<file path="src/rtl/udma_hyper_evt_router_pkg.sv">
`default_nettype none
// ============================================================================
// Module      : udma_hyper_evt_router_pkg
// Description : Shared types and constants for the HyperBus EOT event router.
// Revision    : 1.0 - initial release
// ============================================================================
package udma_hyper_evt_router_pkg;

    // Transfer direction of one HyperBus channel. 2'b11 is illegal.
    typedef enum logic [1:0] {
        DIR_NONE  = 2'b00,
        DIR_READ  = 2'b01,
        DIR_WRITE = 2'b10
    } hyper_dir_e;

    // Default width of the per-channel done counters.
    localparam int HYPER_EVT_CNT_W = 8;

    // Map any raw 2-bit direction onto a legal one; the illegal code recovers to DIR_NONE.
    function automatic hyper_dir_e hyper_dir_sanitize(input logic [1:0] raw);
        hyper_dir_e dir;
        case (raw)
            2'b01:   dir = DIR_READ;
            2'b10:   dir = DIR_WRITE;
            default: dir = DIR_NONE;
        endcase
        return dir;
    endfunction

endpackage
`default_nettype wire

</file>
<file path="src/rtl/udma_hyper_evt_ch.sv">
`default_nettype none
// ============================================================================
// Module      : udma_hyper_evt_ch
// Description : One HyperBus channel: direction tracking, EOT classification,
//               registered done pulses, saturating counters, sticky flags.
// Revision    : 1.0 - initial release
// ============================================================================
module udma_hyper_evt_ch
    import udma_hyper_evt_router_pkg::*;
#(
    parameter int CNT_WIDTH = HYPER_EVT_CNT_W
) (
    input  logic                 sys_clk_i,
    input  logic                 rstn_i,
    input  logic                 rx_evt_i,
    input  logic                 tx_evt_i,
    input  logic                 eot_i,
    input  logic                 rd_mask_i,
    input  logic                 wr_mask_i,
    input  logic                 cnt_clr_i,
    output logic                 rd_done_o,
    output logic                 wr_done_o,
    output hyper_dir_e           dir_o,
    output logic [CNT_WIDTH-1:0] rd_cnt_o,
    output logic [CNT_WIDTH-1:0] wr_cnt_o,
    output logic                 orphan_o,
    output logic                 conflict_o
);

    localparam logic [CNT_WIDTH-1:0] c_cnt_max = '1;

    hyper_dir_e           r_dir;
    logic                 r_rd_done;
    logic                 r_wr_done;
    logic [CNT_WIDTH-1:0] r_rd_cnt;
    logic [CNT_WIDTH-1:0] r_wr_cnt;
    logic                 r_orphan;
    logic                 r_conflict;

    hyper_dir_e           w_dir_next;
    logic                 w_conflict_evt;
    logic                 w_rd_evt;
    logic                 w_wr_evt;
    logic                 w_orphan_evt;

    // Next direction; EOT is classified against it so a same-cycle RX/TX event wins.
    always_comb begin
        w_dir_next = hyper_dir_sanitize(r_dir);
        if (rx_evt_i && !tx_evt_i) begin
            w_dir_next = DIR_READ;
        end else if (tx_evt_i && !rx_evt_i) begin
            w_dir_next = DIR_WRITE;
        end
        w_conflict_evt = rx_evt_i && tx_evt_i;
        w_rd_evt       = eot_i && (w_dir_next == DIR_READ);
        w_wr_evt       = eot_i && (w_dir_next == DIR_WRITE);
        w_orphan_evt   = eot_i && (w_dir_next == DIR_NONE);
    end

    // Direction FSM and registered done pulses; masks gate only the pulses.
    always_ff @(posedge sys_clk_i or negedge rstn_i) begin
        if (!rstn_i) begin
            r_dir     <= DIR_NONE;
            r_rd_done <= 1'b0;
            r_wr_done <= 1'b0;
        end else begin
            r_dir     <= w_dir_next;
            r_rd_done <= w_rd_evt && !rd_mask_i;
            r_wr_done <= w_wr_evt && !wr_mask_i;
        end
    end

    // Saturating done counters; clear beats a same-cycle increment.
    always_ff @(posedge sys_clk_i or negedge rstn_i) begin
        if (!rstn_i) begin
            r_rd_cnt <= '0;
            r_wr_cnt <= '0;
        end else if (cnt_clr_i) begin
            r_rd_cnt <= '0;
            r_wr_cnt <= '0;
        end else begin
            if (w_rd_evt && (r_rd_cnt != c_cnt_max)) begin
                r_rd_cnt <= r_rd_cnt + 1'b1;
            end
            if (w_wr_evt && (r_wr_cnt != c_cnt_max)) begin
                r_wr_cnt <= r_wr_cnt + 1'b1;
            end
        end
    end

    // Sticky orphan/conflict flags; clear beats a same-cycle set.
    always_ff @(posedge sys_clk_i or negedge rstn_i) begin
        if (!rstn_i) begin
            r_orphan   <= 1'b0;
            r_conflict <= 1'b0;
        end else if (cnt_clr_i) begin
            r_orphan   <= 1'b0;
            r_conflict <= 1'b0;
        end else begin
            r_orphan   <= r_orphan   || w_orphan_evt;
            r_conflict <= r_conflict || w_conflict_evt;
        end
    end

    assign rd_done_o  = r_rd_done;
    assign wr_done_o  = r_wr_done;
    assign dir_o      = r_dir;
    assign rd_cnt_o   = r_rd_cnt;
    assign wr_cnt_o   = r_wr_cnt;
    assign orphan_o   = r_orphan;
    assign conflict_o = r_conflict;

endmodule
`default_nettype wire

</file>
<file path="src/rtl/udma_hyper_evt_router.sv">
`default_nettype none
// ============================================================================
// Module      : udma_hyper_evt_router
// Description : Steers HyperBus end-of-transfer pulses to per-channel
//               read-done / write-done uDMA events across NB_CH channels.
// Revision    : 1.0 - initial release
// ============================================================================
module udma_hyper_evt_router
    import udma_hyper_evt_router_pkg::*;
#(
    parameter int NB_CH     = 2,
    parameter int CNT_WIDTH = HYPER_EVT_CNT_W
) (
    input  logic                       sys_clk_i,
    input  logic                       rstn_i,
    input  logic [NB_CH-1:0]           rx_evt_i,
    input  logic [NB_CH-1:0]           tx_evt_i,
    input  logic [NB_CH-1:0]           eot_i,
    input  logic [NB_CH-1:0]           cfg_rd_mask_i,
    input  logic [NB_CH-1:0]           cfg_wr_mask_i,
    input  logic [NB_CH-1:0]           cnt_clr_i,
    output logic [NB_CH-1:0]           evt_rd_done_o,
    output logic [NB_CH-1:0]           evt_wr_done_o,
    output logic                       evt_rd_any_o,
    output logic                       evt_wr_any_o,
    output logic [2*NB_CH-1:0]         dir_o,
    output logic [CNT_WIDTH*NB_CH-1:0] rd_cnt_o,
    output logic [CNT_WIDTH*NB_CH-1:0] wr_cnt_o,
    output logic [NB_CH-1:0]           orphan_o,
    output logic [NB_CH-1:0]           conflict_o
);

    // One fully independent channel instance per chip select.
    generate
        for (genvar i = 0; i < NB_CH; i++) begin : g_ch
            hyper_dir_e w_ch_dir;

            udma_hyper_evt_ch #(
                .CNT_WIDTH (CNT_WIDTH)
            ) u_ch (
                .sys_clk_i  (sys_clk_i),
                .rstn_i     (rstn_i),
                .rx_evt_i   (rx_evt_i[i]),
                .tx_evt_i   (tx_evt_i[i]),
                .eot_i      (eot_i[i]),
                .rd_mask_i  (cfg_rd_mask_i[i]),
                .wr_mask_i  (cfg_wr_mask_i[i]),
                .cnt_clr_i  (cnt_clr_i[i]),
                .rd_done_o  (evt_rd_done_o[i]),
                .wr_done_o  (evt_wr_done_o[i]),
                .dir_o      (w_ch_dir),
                .rd_cnt_o   (rd_cnt_o[i*CNT_WIDTH +: CNT_WIDTH]),
                .wr_cnt_o   (wr_cnt_o[i*CNT_WIDTH +: CNT_WIDTH]),
                .orphan_o   (orphan_o[i]),
                .conflict_o (conflict_o[i])
            );

            assign dir_o[2*i +: 2] = w_ch_dir;
        end
    endgenerate

    // Aggregate events are ORs of already-registered pulses, so latency is unchanged.
    assign evt_rd_any_o = |evt_rd_done_o;
    assign evt_wr_any_o = |evt_wr_done_o;

endmodule
`default_nettype wire

</file>
<file path="config.mk">
export PLATFORM = sky130hd
export DESIGN_NAME = udma_hyper_evt_router
export DESIGN_NICKNAME = d
export VERILOG_FILES = /design/src/rtl/udma_hyper_evt_router_pkg.sv /design/src/rtl/udma_hyper_evt_ch.sv /design/src/rtl/udma_hyper_evt_router.sv
export SDC_FILE = /design/constraint.sdc
export NUM_CORES = 1
export LEC_CHECK = 0
export CORE_UTILIZATION = 54
export DETAILED_ROUTE_END_ITERATION = 10
export GPL_ROUTABILITY_DRIVEN = 0
export PLACE_DENSITY = 0.86
export REMOVE_ABC_BUFFERS = 1
export SYNTH_ARGS = -nofsm -noshare
export SYNTH_HDL_FRONTEND = slang
export SYNTH_SLANG_ARGS = --single-unit
</file>
<file path="constraint.sdc">
create_clock -name sys_clk_i -period 2.7 [get_ports sys_clk_i]
set_input_delay 0.81 -clock sys_clk_i [delete_from_list [all_inputs] [get_ports sys_clk_i]]
set_output_delay 0.81 -clock sys_clk_i [all_outputs]
set_load 0.02 [all_outputs]
</file>
==> results.ini, run 1 <==
[global_route]
antenna_found_initial=0
grt_pass1_wl_um=9494
grt_max_degree=30
first_global_vias=1983
grt_overflow=0
grt_usage_pct=24.32

[drt]
avgViaCountPerCell=5.919
wl_um=5573
wl_per_cell_um=15.10
drc=0
vias=2184
first_iter_violations=168
dr.pass1.iters=4
ant_nets=0

[placement]
dpl_cell_area_um2=3097
dp_hpwl_um=3872
place_ws_ns=0.1234
io_buffer_count=59

[clocking]
ctsHoldBuffers=0
cts.reportedPaths.clkPinSlew_ns=0.09
cts-root-buf=clkbuf_8
cts_buffers=5
cts-htree-levels=2
ctsLongestPathBuffers=2
cts_setup_buffers=0
clk_latency_ns=0.30
clock_sinks=44
cts_resized=0
cts_tree=yes

[setup_path]
cp_data_required_time_ns=1.89
arrival_ns=1.51
crit_type=reg -> out
crit_path_max_fanout=2
worst-path-buf-inv=1
cp_top_family=buffers and inverters
slowest_delay_ns=0.54
path_cells=or2_2 > clkdlybuf4s50_1
worst_path_max_delay_cell=clkdlybuf4s50_1
end_kind=output pin
startpoint_type=register
reg2reg_slack_ns=0.75

[pwr]
p_leak_nw=1.329
intPower_mw=1.147
p_sw_uw=374.8
ir_drop_mv=0.3288
power_frac_comb_pct=14.9
p_clk_share_pct=39.0
power-per-cell-area_nw_per_um2=471.9
swShare_pct=24.62
pwr-share-seq_pct=46.1

[logic_synthesis]
synth_seq_cells=44
synth_area_um2=2499
synthCells=260
synth-edff-count=0
synthArstFlopShare_pct=100.0
seq_area_frac_synth_pct=44.07
ys_warn_count=0
ys.flop_type=dfrtp_1
synth.distinct_cells=45
avgSynthCellArea_um2=9.610

[sta]
finalWorstSetupSlack_ns=0.3770
setup_viol=0
fmax_mhz=430.5
slew_headroom_pct=58.88
worstMarginPinSlew_ns=0.6167
final_max_slew_viol_count=0
finalSetupTns_ns=0
rsz0062_at_grt=false
hold_violations=0
min_period_ns=2.323
period_share_pct=86.04
finClkSkew_ns=0.009253

[flow_run]
max-cap-violations=0

[floorplan]
die_h_um=70.02
io_pins=60
die_w_um=70.02
dieArea_um2=4903
initial_core_util_pct=56.60
core_um2=4414
std_cell_rows=24

[run_status]
status=completed

[layout]
fin_area_um2=3226
num_antenna_cells=0
layout.nets=335
area_delta_synth_final_pct=29.09
layout-drive-gt1-share_pct=11.99

[min_path]
min_path_type=in -> async

-- Yosys cell counts (8+ instances only) --
master	instances	area share, %
dfrtp_1	44	44
nor2b_1	15	3.8
a311oi_1	9	3.2
inv_1	14	2.1
nand3_1	13	2.6
mux2_2	10	4.5
nor2_1	34	5.1
buf_4	8	2.4
a21oi_1	10	2.0
nand2b_1	9	2.3
a31oi_1	11	2.8
nand2_1	9	1.4
-- final timing paths --
kind	start	endpoint	cells past startpoint
worst max-delay path	g_ch[0].u_ch.rd_done_o$_DFF_PN0_	evt_rd_any_o	2
worst min-delay path	rstn_i	g_ch[1].u_ch.wr_cnt_o[6]$_DFFE_PN0P_	1
worst max register to register	g_ch[1].u_ch.rd_cnt_o[0]$_DFFE_PN0P_	g_ch[1].u_ch.rd_cnt_o[0]$_DFFE_PN0P_	5
worst min register to register	g_ch[1].u_ch.conflict_o$_DFF_PN0_	g_ch[1].u_ch.conflict_o$_DFF_PN0_	2
max in group asynchronous	rstn_i	g_ch[0].u_ch.rd_cnt_o[5]$_DFFE_PN0P_	2
min in group sys_clk_i	g_ch[1].u_ch.conflict_o$_DFF_PN0_	g_ch[1].u_ch.conflict_o$_DFF_PN0_	2
-- metrics by stage --
| stage | hold slack [ns] | power, mW | util [%] | std cells |
|---|---|---|---|---|
| final | 0.5055 | 1.522 | 73.07 | 369 |
| after detailed placement | 0.4885 | 0.9419 | 70.15 | 362 |
| after global placement | 0.4857 | 0.9368 | 70.15 | 362 |
| after floorplan | 0.5144 | 0.8188 | - | 245 |
| after global routing | 0.5543 | 1.588 | 73.07 | 369 |
| after CTS | 0.5099 | 1.540 | 73.07 | 369 |
-- worst register-to-register path: cells and delay by family (launching register included) --
| family | cells | cell delay (ns) |
|---|---|---|
| multiplexers | 1 | 0.36 |
| adder cells (fa/ha/maj) | 1 | 0.25 |
| flip-flops | 1 | 0.44 |
| AO/OA/AOI/OAI | 1 | 0.31 |
| AND/OR/NAND/NOR | 2 | 0.47 |
-- power by group through the flow --
stage          clock network (mW)  logic, mW  registers, mW
6_report                    0.594      0.226          0.702
5_1_grt                     0.635      0.247          0.706
4_1_cts                     0.609      0.229          0.702
3_5_place_dp                    0      0.228          0.714
3_3_place_gp                    0      0.222          0.714
2_1_floorplan                   0     0.0829          0.736
-- placed cells by master, fill, tap and decap left out, types with 3 or more instances in the layout --
cell              n
a211oi_1          3
a21oi_1          10
a311oi_1          9
a31oi_1          11
and3_1            4
and4_1            4
buf_4             6
clkbuf_8          5
clkdlybuf4s50_1  58
dfrtp_1          44
ha_1              4
inv_1            14
maj3_2            3
mux2_2           10
mux2i_1           4
nand2_1           9
nand2b_1          9
nand3_1          13
nand4_1           4
nor2_1           34
nor2b_1          15
nor3_1            4
o21ai_0           4
o31ai_1           4
or4_1             4
-- layer usage --
metal	routed length, µm	global-route usage, %
met3	345	5.339
met1	2584	34.03
met4	70	6.889
met5	0	0
met2	2572	38.14
-- cells by family after synthesis --
logic type               after synthesis  share of synthesized area [%]
buffers and inverters                 29                          6.008
AO/OA/AOI/OAI                         50                          14.42
flip-flops                            44                          44.07
AND/OR/NAND/NOR                      113                          24.94
XOR/XNOR                               2                         0.7012
multiplexers                          14                          6.109
adder cells (fa/ha/maj)                8                          3.756
-- state kept, by name, indices dropped and copies added, names as in the netlist --
signal,flops
g_ch.u_ch.wr_cnt_o,16
g_ch.u_ch.conflict_o,2
g_ch.u_ch.wr_done_o,2
g_ch.u_ch.dir_o,4
g_ch.u_ch.rd_cnt_o,16
g_ch.u_ch.orphan_o,2
g_ch.u_ch.rd_done_o,2
-- area by class of cell --
type                    instances  area, µm²
repair buffers                 65      630.6
fillers                       318       1189
multi-input cells             187       1247
flip-flops and latches         44       1101
clock inverters                 2      60.06
clock buffers                   5      68.82
well taps                      52      65.06
inverters                      14      52.55
Note: power is estimated with default switching activity, not from simulation.
==> run 2: changes to the inputs <==
==> constraint.sdc (replaced) <==
create_clock -name sys_clk_i -period 3 [get_ports sys_clk_i]
set_input_delay 0.9 -clock sys_clk_i [delete_from_list [all_inputs] [get_ports sys_clk_i]]
set_output_delay 0.9 -clock sys_clk_i [all_outputs]
set_load 0.02 [all_outputs]
==> run 2 against run 1 <==
Net effect: final cell count up 0.81%; via count rose by 0.69%; utilization shrank 0.14 points; largest cell class unchanged; register-to-register slack improved by 0.30 ns.
==> results.ini, run 2 (synthesized netlist as in run 1, its figures left out) <==
[sta]
finalSetupTns_ns=0  ; unchanged
final_max_slew_viol_count=0  ; unchanged
rsz0062_at_grt=false
setup_viol=0  ; unchanged
min_period_ns=2.434
finClkSkew_ns=0.003822  ; -0.005431 ns
fmax_mhz=410.9
worstMarginPinSlew_ns=0.8512  ; +0.2344 ns
hold_violations=0  ; unchanged
period_share_pct=81.13
slew_headroom_pct=43.08  ; -16 points

[layout]
num_antenna_cells=0  ; unchanged
final_common_cell=clkdlybuf4s50_1
fin_area_um2=3219  ; -0.19%
layout.nets=337  ; +0.60%
area_delta_synth_final_pct=28.84
mostFrequentLayoutCells=58 x clkdlybuf4s50_1, 44 x dfrtp_1, 34 x nor2_1, 15 x nor2b_1, 14 x inv_1
layout-drive-gt1-share_pct=12.50  ; +0.51 points

[drt]
ant_nets=0  ; unchanged
wl_met1_um=2516  ; -2.6%
wl_met2_um=2709  ; +5.3%
wl_um=5685  ; +2.0%
wl_met3_um=381  ; +10%
avgViaCountPerCell=5.911  ; -0.13%
first_iter_violations=236  ; +40%
wl_per_cell_um=15.28  ; +1.2%
drc=0  ; unchanged
dr.pass1.iters=4  ; unchanged
top_layer=met4
vias=2199  ; +0.69%

[setup_path]
crit_type=reg -> out
startpoint_type=register
path_cells=or2_2 > clkdlybuf4s50_1
slowest_delay_ns=0.53  ; about the same
worst-path-buf-inv=1  ; unchanged
arrival_ns=1.53  ; +0.02 ns
cp_top_family=buffers and inverters
cp_data_required_time_ns=2.10  ; +0.21 ns
worst_path_max_delay_cell=clkdlybuf4s50_1
end_kind=output pin
crit_path_max_fanout=2  ; unchanged

[floorplan]
std_cell_rows=24  ; unchanged
die_h_um=70.02  ; unchanged
core_um2=4414  ; unchanged
io_pins=60  ; unchanged
dieArea_um2=4903  ; unchanged
initial_core_util_pct=56.60  ; unchanged
die_w_um=70.02  ; unchanged

[global_route]
antenna_found_initial=0  ; unchanged
first_global_vias=2146  ; +8.2%
grt_pass1_wl_um=9722  ; +2.4%
grt_overflow=0  ; unchanged
grt_max_degree=27  ; -10%
grt_usage_pct=25.00  ; +0.68 points

[clocking]
cts_resized=0  ; unchanged
ctsLongestPathBuffers=2  ; unchanged
clk_latency_ns=0.30  ; about the same
clock_sinks=44  ; unchanged
cts.reportedPaths.clkPinSlew_ns=0.08  ; about the same
cts_tree=yes
cts_buffers=5  ; unchanged
cts-root-buf=clkbuf_8
ctsHoldBuffers=0  ; unchanged
cts-htree-levels=2  ; unchanged
cts_setup_buffers=0  ; unchanged

[run_status]
status=completed

[placement]
dp_hpwl_um=4024  ; +3.9%
dpl_cell_area_um2=3112  ; +0.48%
io_buffer_count=59  ; unchanged

[pwr]
ir_drop_mv=0.2703  ; -18%
p_leak_nw=1.329  ; about the same
power-per-cell-area_nw_per_um2=403.0  ; -15%

[flow_run]
max-cap-violations=0  ; unchanged

[min_path]
min_path_type=reg -> reg

run 2: per-stage QoR:
step / cells / utilization, % / setup slack [ns] / total power [mW] / hold slack (ns)
2_1_floorplan: 245 / - / 0.9838 / 0.7370 / 0.5939
3_3_place_gp: 364 / 70.49 / 0.3516 / 0.8451 / 0.4870
3_5_place_dp: 364 / 70.49 / 0.3392 / 0.8495 / 0.5087
4_1_cts: 372 / 72.93 / 0.5585 / 1.308 / 0.5301
5_1_grt: 372 / 72.93 / 0.5269 / 1.353 / 0.5741
6_report: 372 / 72.93 / 0.5660 / 1.297 / 0.5265
run 2: path summary, 6_finish.rpt:
path	startpoint	endpoint	slack [ns]	cells past startpoint
worst min-delay path	g_ch[1].u_ch.conflict_o$_DFF_PN0_	g_ch[1].u_ch.conflict_o$_DFF_PN0_	0.53	2
worst max register to register	g_ch[1].u_ch.rd_cnt_o[0]$_DFFE_PN0P_	g_ch[1].u_ch.rd_cnt_o[0]$_DFFE_PN0P_	1.05	5
min in group asynchronous	rstn_i	g_ch[1].u_ch.wr_cnt_o[2]$_DFFE_PN0P_	0.58	1
worst min register to register	g_ch[1].u_ch.conflict_o$_DFF_PN0_	g_ch[1].u_ch.conflict_o$_DFF_PN0_	0.53	2
worst max-delay path	g_ch[0].u_ch.rd_done_o$_DFF_PN0_	evt_rd_any_o	0.57	2
max in group asynchronous	rstn_i	g_ch[0].u_ch.rd_done_o$_DFF_PN0_	1.85	2
run 2: per-layer routing:
| layer | vias up | global-route usage, % |
|---|---|---|
| li1 | 1059 | - |
| met1 | 1048 | 30.71 |
| met2 | 82 | 42.31 |
| met3 | 10 | 7.215 |
| met4 | 0 | 8.000 |
| met5 | - | 0 |
run 2: area by class of cell:
type / count / area [µm²]
clock inverter: 2 / 35.03
timing repair buffer: 67 / 645.6
fill: 329 / 1195
clock buffer: 6 / 72.57
sequential: 44 / 1101
multi-input combinational: 187 / 1247
inverter: 14 / 52.55
tap: 52 / 65.06
run 2: worst min-delay path, stage by stage, from the launching register on:
cell and delay [ns]:
dfrtp_1 0.36, a21oi_1 0.04, nor2_1 0.08
run 2: where the power goes:
part | internal, mW | total, mW | leakage [nW] | switching [mW]
logic | 0.0960 | 0.206 | 0.673 | 0.110
registers | 0.611 | 0.632 | 0.601 | 0.0208
clock network | 0.247 | 0.460 | 0.0552 | 0.212
==> run 3: changes to the inputs <==
--- a/config.mk
+++ b/config.mk
@@ -5,10 +5,10 @@
 export SDC_FILE = /design/constraint.sdc
 export NUM_CORES = 1
 export LEC_CHECK = 0
-export CORE_UTILIZATION = 54
+export CORE_UTILIZATION = 50
 export DETAILED_ROUTE_END_ITERATION = 10
 export GPL_ROUTABILITY_DRIVEN = 0
-export PLACE_DENSITY = 0.86
+export PLACE_DENSITY = 0.8
 export REMOVE_ABC_BUFFERS = 1
 export SYNTH_ARGS = -nofsm -noshare
 export SYNTH_HDL_FRONTEND = slang
==> constraint.sdc (replaced) <==
create_clock -name sys_clk_i -period 2.4 [get_ports sys_clk_i]
set_input_delay 0.72 -clock sys_clk_i [delete_from_list [all_inputs] [get_ports sys_clk_i]]
set_output_delay 0.72 -clock sys_clk_i [all_outputs]
set_load 0.02 [all_outputs]
==> run 3 against run 2 <==
Net effect: critical path depth did not move; combinational power rose by 32%; routed wire length up 0.51%; worst hold slack got worse by 0.14 ns; clock-buffer cell count is 1 lower; sequential cell count stayed put; final cell count increased by 5.6%; die area is 7.8% higher; first-iteration DRC count is 39% lower; critical endpoint is now evt_wr_any_o; highest routed layer unchanged.
==> results.ini, run 3 (synthesized netlist as in run 1, its figures left out) <==
[drt]
ant_nets=0  ; unchanged
drc=0  ; unchanged
wl_um=5714  ; +0.51%
first_iter_violations=144  ; -39%
dr.pass1.iters=4  ; unchanged
vias=2214  ; +0.68%
avgViaCountPerCell=5.634  ; -4.7%
wl_per_cell_um=14.54  ; -4.9%

[clocking]
cts_setup_buffers=0  ; unchanged
cts_tree=yes
ctsHoldBuffers=0  ; unchanged
cts_resized=0  ; unchanged
ctsLongestPathBuffers=2  ; unchanged
cts-root-buf=clkbuf_8
clock_sinks=44  ; unchanged
cts-htree-levels=2  ; unchanged
clk_latency_ns=0.29  ; about the same
cts_buffers=5  ; unchanged
cts.reportedPaths.clkPinSlew_ns=0.09  ; about the same

[sta]
period_share_pct=94.55
slew_headroom_pct=65.79  ; +23 points
finalWorstSetupSlack_ns=0.1309  ; -0.4351 ns
fmax_mhz=440.7
hold_violations=0  ; unchanged
finClkSkew_ns=0.006220  ; +0.002397 ns
final_max_slew_viol_count=0  ; unchanged
worstMarginPinSlew_ns=0.5132  ; -0.3380 ns
rsz0062_at_grt=false
setup_viol=0  ; unchanged
finalSetupTns_ns=0  ; unchanged
min_period_ns=2.269

[placement]
dpl_cell_area_um2=3188  ; +2.5%
io_buffer_count=59  ; unchanged
dp_hpwl_um=4196  ; +4.3%
place_ws_ns=0.01345  ; -0.3258 ns

[global_route]
first_global_vias=2112  ; -1.6%
grt_max_degree=27  ; unchanged
grt_usage_pct=23.07  ; -1.9 points
grt_overflow=0  ; unchanged
grt_pass1_wl_um=9570  ; -1.6%
antenna_found_initial=0  ; unchanged

[setup_path]
crit_type=reg -> out
startpoint_type=register
end_kind=output pin
reg2reg_slack_ns=0.49  ; -0.56 ns
crit_path_max_fanout=2  ; unchanged
cp_data_required_time_ns=1.68  ; -0.42 ns
rr_endpoint=g_ch[1].u_ch.rd_cnt_o[0]$_DFFE_PN0P_
arrival_ns=1.55  ; +0.02 ns
reg2reg_from=g_ch[1].u_ch.rd_cnt_o[0]$_DFFE_PN0P_
ff2ff_path_depth=5  ; unchanged

[layout]
final_common_cell=clkdlybuf4s50_1
area_delta_synth_final_pct=31.30
layout-drive-gt1-share_pct=14.42  ; +1.9 points
num_antenna_cells=0  ; unchanged
mostFrequentLayoutCells=58 x clkdlybuf4s50_1, 44 x dfrtp_1, 34 x nor2_1, 15 x nor2b_1, 14 x inv_1
nFillCells=384  ; +17%
layout.nets=343  ; +1.8%
fin_area_um2=3281  ; +1.9%

[min_path]
min_path_type=in -> async

[run_status]
status=completed

[floorplan]
core_um2=4755  ; +7.7%
dieArea_um2=5284  ; +7.8%
initial_core_util_pct=52.55  ; -4.1 points
io_pins=60  ; unchanged
die_w_um=72.69  ; +3.8%
std_cell_rows=25  ; +4.2%
die_h_um=72.69  ; +3.8%

[pwr]
power-per-cell-area_nw_per_um2=468.1  ; +16%
power_mw=1.536  ; +18%
ir_drop_mv=0.2581  ; -4.5%
p_leak_nw=1.348  ; +1.4%

[flow_run]
max-cap-violations=0  ; unchanged

[run 3: worst max path at each step]
stage                                                     from                                   end  slack, ns  cells past startpoint
after global placement                             rx_evt_i[1]  g_ch[1].u_ch.rd_cnt_o[3]$_DFFE_PN0P_       0.06                      5
after global routing          g_ch[1].u_ch.wr_done_o$_DFF_PN0_                          evt_wr_any_o       0.08                      2
final                         g_ch[1].u_ch.wr_done_o$_DFF_PN0_                          evt_wr_any_o       0.13                      2
after floorplan           g_ch[1].u_ch.rd_cnt_o[0]$_DFFE_PN0P_  g_ch[1].u_ch.rd_cnt_o[0]$_DFFE_PN0P_       0.50                      5
after CTS                     g_ch[1].u_ch.wr_done_o$_DFF_PN0_                          evt_wr_any_o       0.12                      2
after detailed placement                           tx_evt_i[0]  g_ch[0].u_ch.wr_cnt_o[5]$_DFFE_PN0P_       0.01                      5
[run 3: routing by layer]
layer	vias up	share of wire [%]	track usage (%)
li1	1072	-	-
met1	1064	46	31.31
met2	74	48	38.21
met3	4	5.1	5.110
met4	0	0.40	4.575
met5	-	0	0
[run 3: area by class of cell]
type                       count  area, µm²  area share, %
clock buffer                   5      68.82          2.098
clock inverter                 3      23.77         0.7246
inverter                      14      52.55          1.602
multi-input combinational    187       1247          38.02
sequential                    44       1101          33.56
tap                           67      83.83          2.555
timing repair buffer          73      703.2          21.43
[run 3: power breakdown]
part,switching [mW],internal (mW)
clock,0.268,0.206
combinational,0.140,0.131
sequential,0.0264,0.764
[run 3: worst max-delay path: stages (launching register included)]
cell             delay, ns
dfrtp_1               0.40
or2_2                 0.31
clkdlybuf4s50_1       0.54
[run 3: through the flow]
step | instances | hold WS [ns] | utilization, %
after global placement | 385 | 0.4841 | 67.05
after global routing | 393 | 0.3999 | 69.00
after floorplan | 245 | 0.4244 | -
after CTS | 393 | 0.3908 | 69.00
after detailed placement | 385 | 0.5063 | 67.05
final | 393 | 0.3837 | 69.00
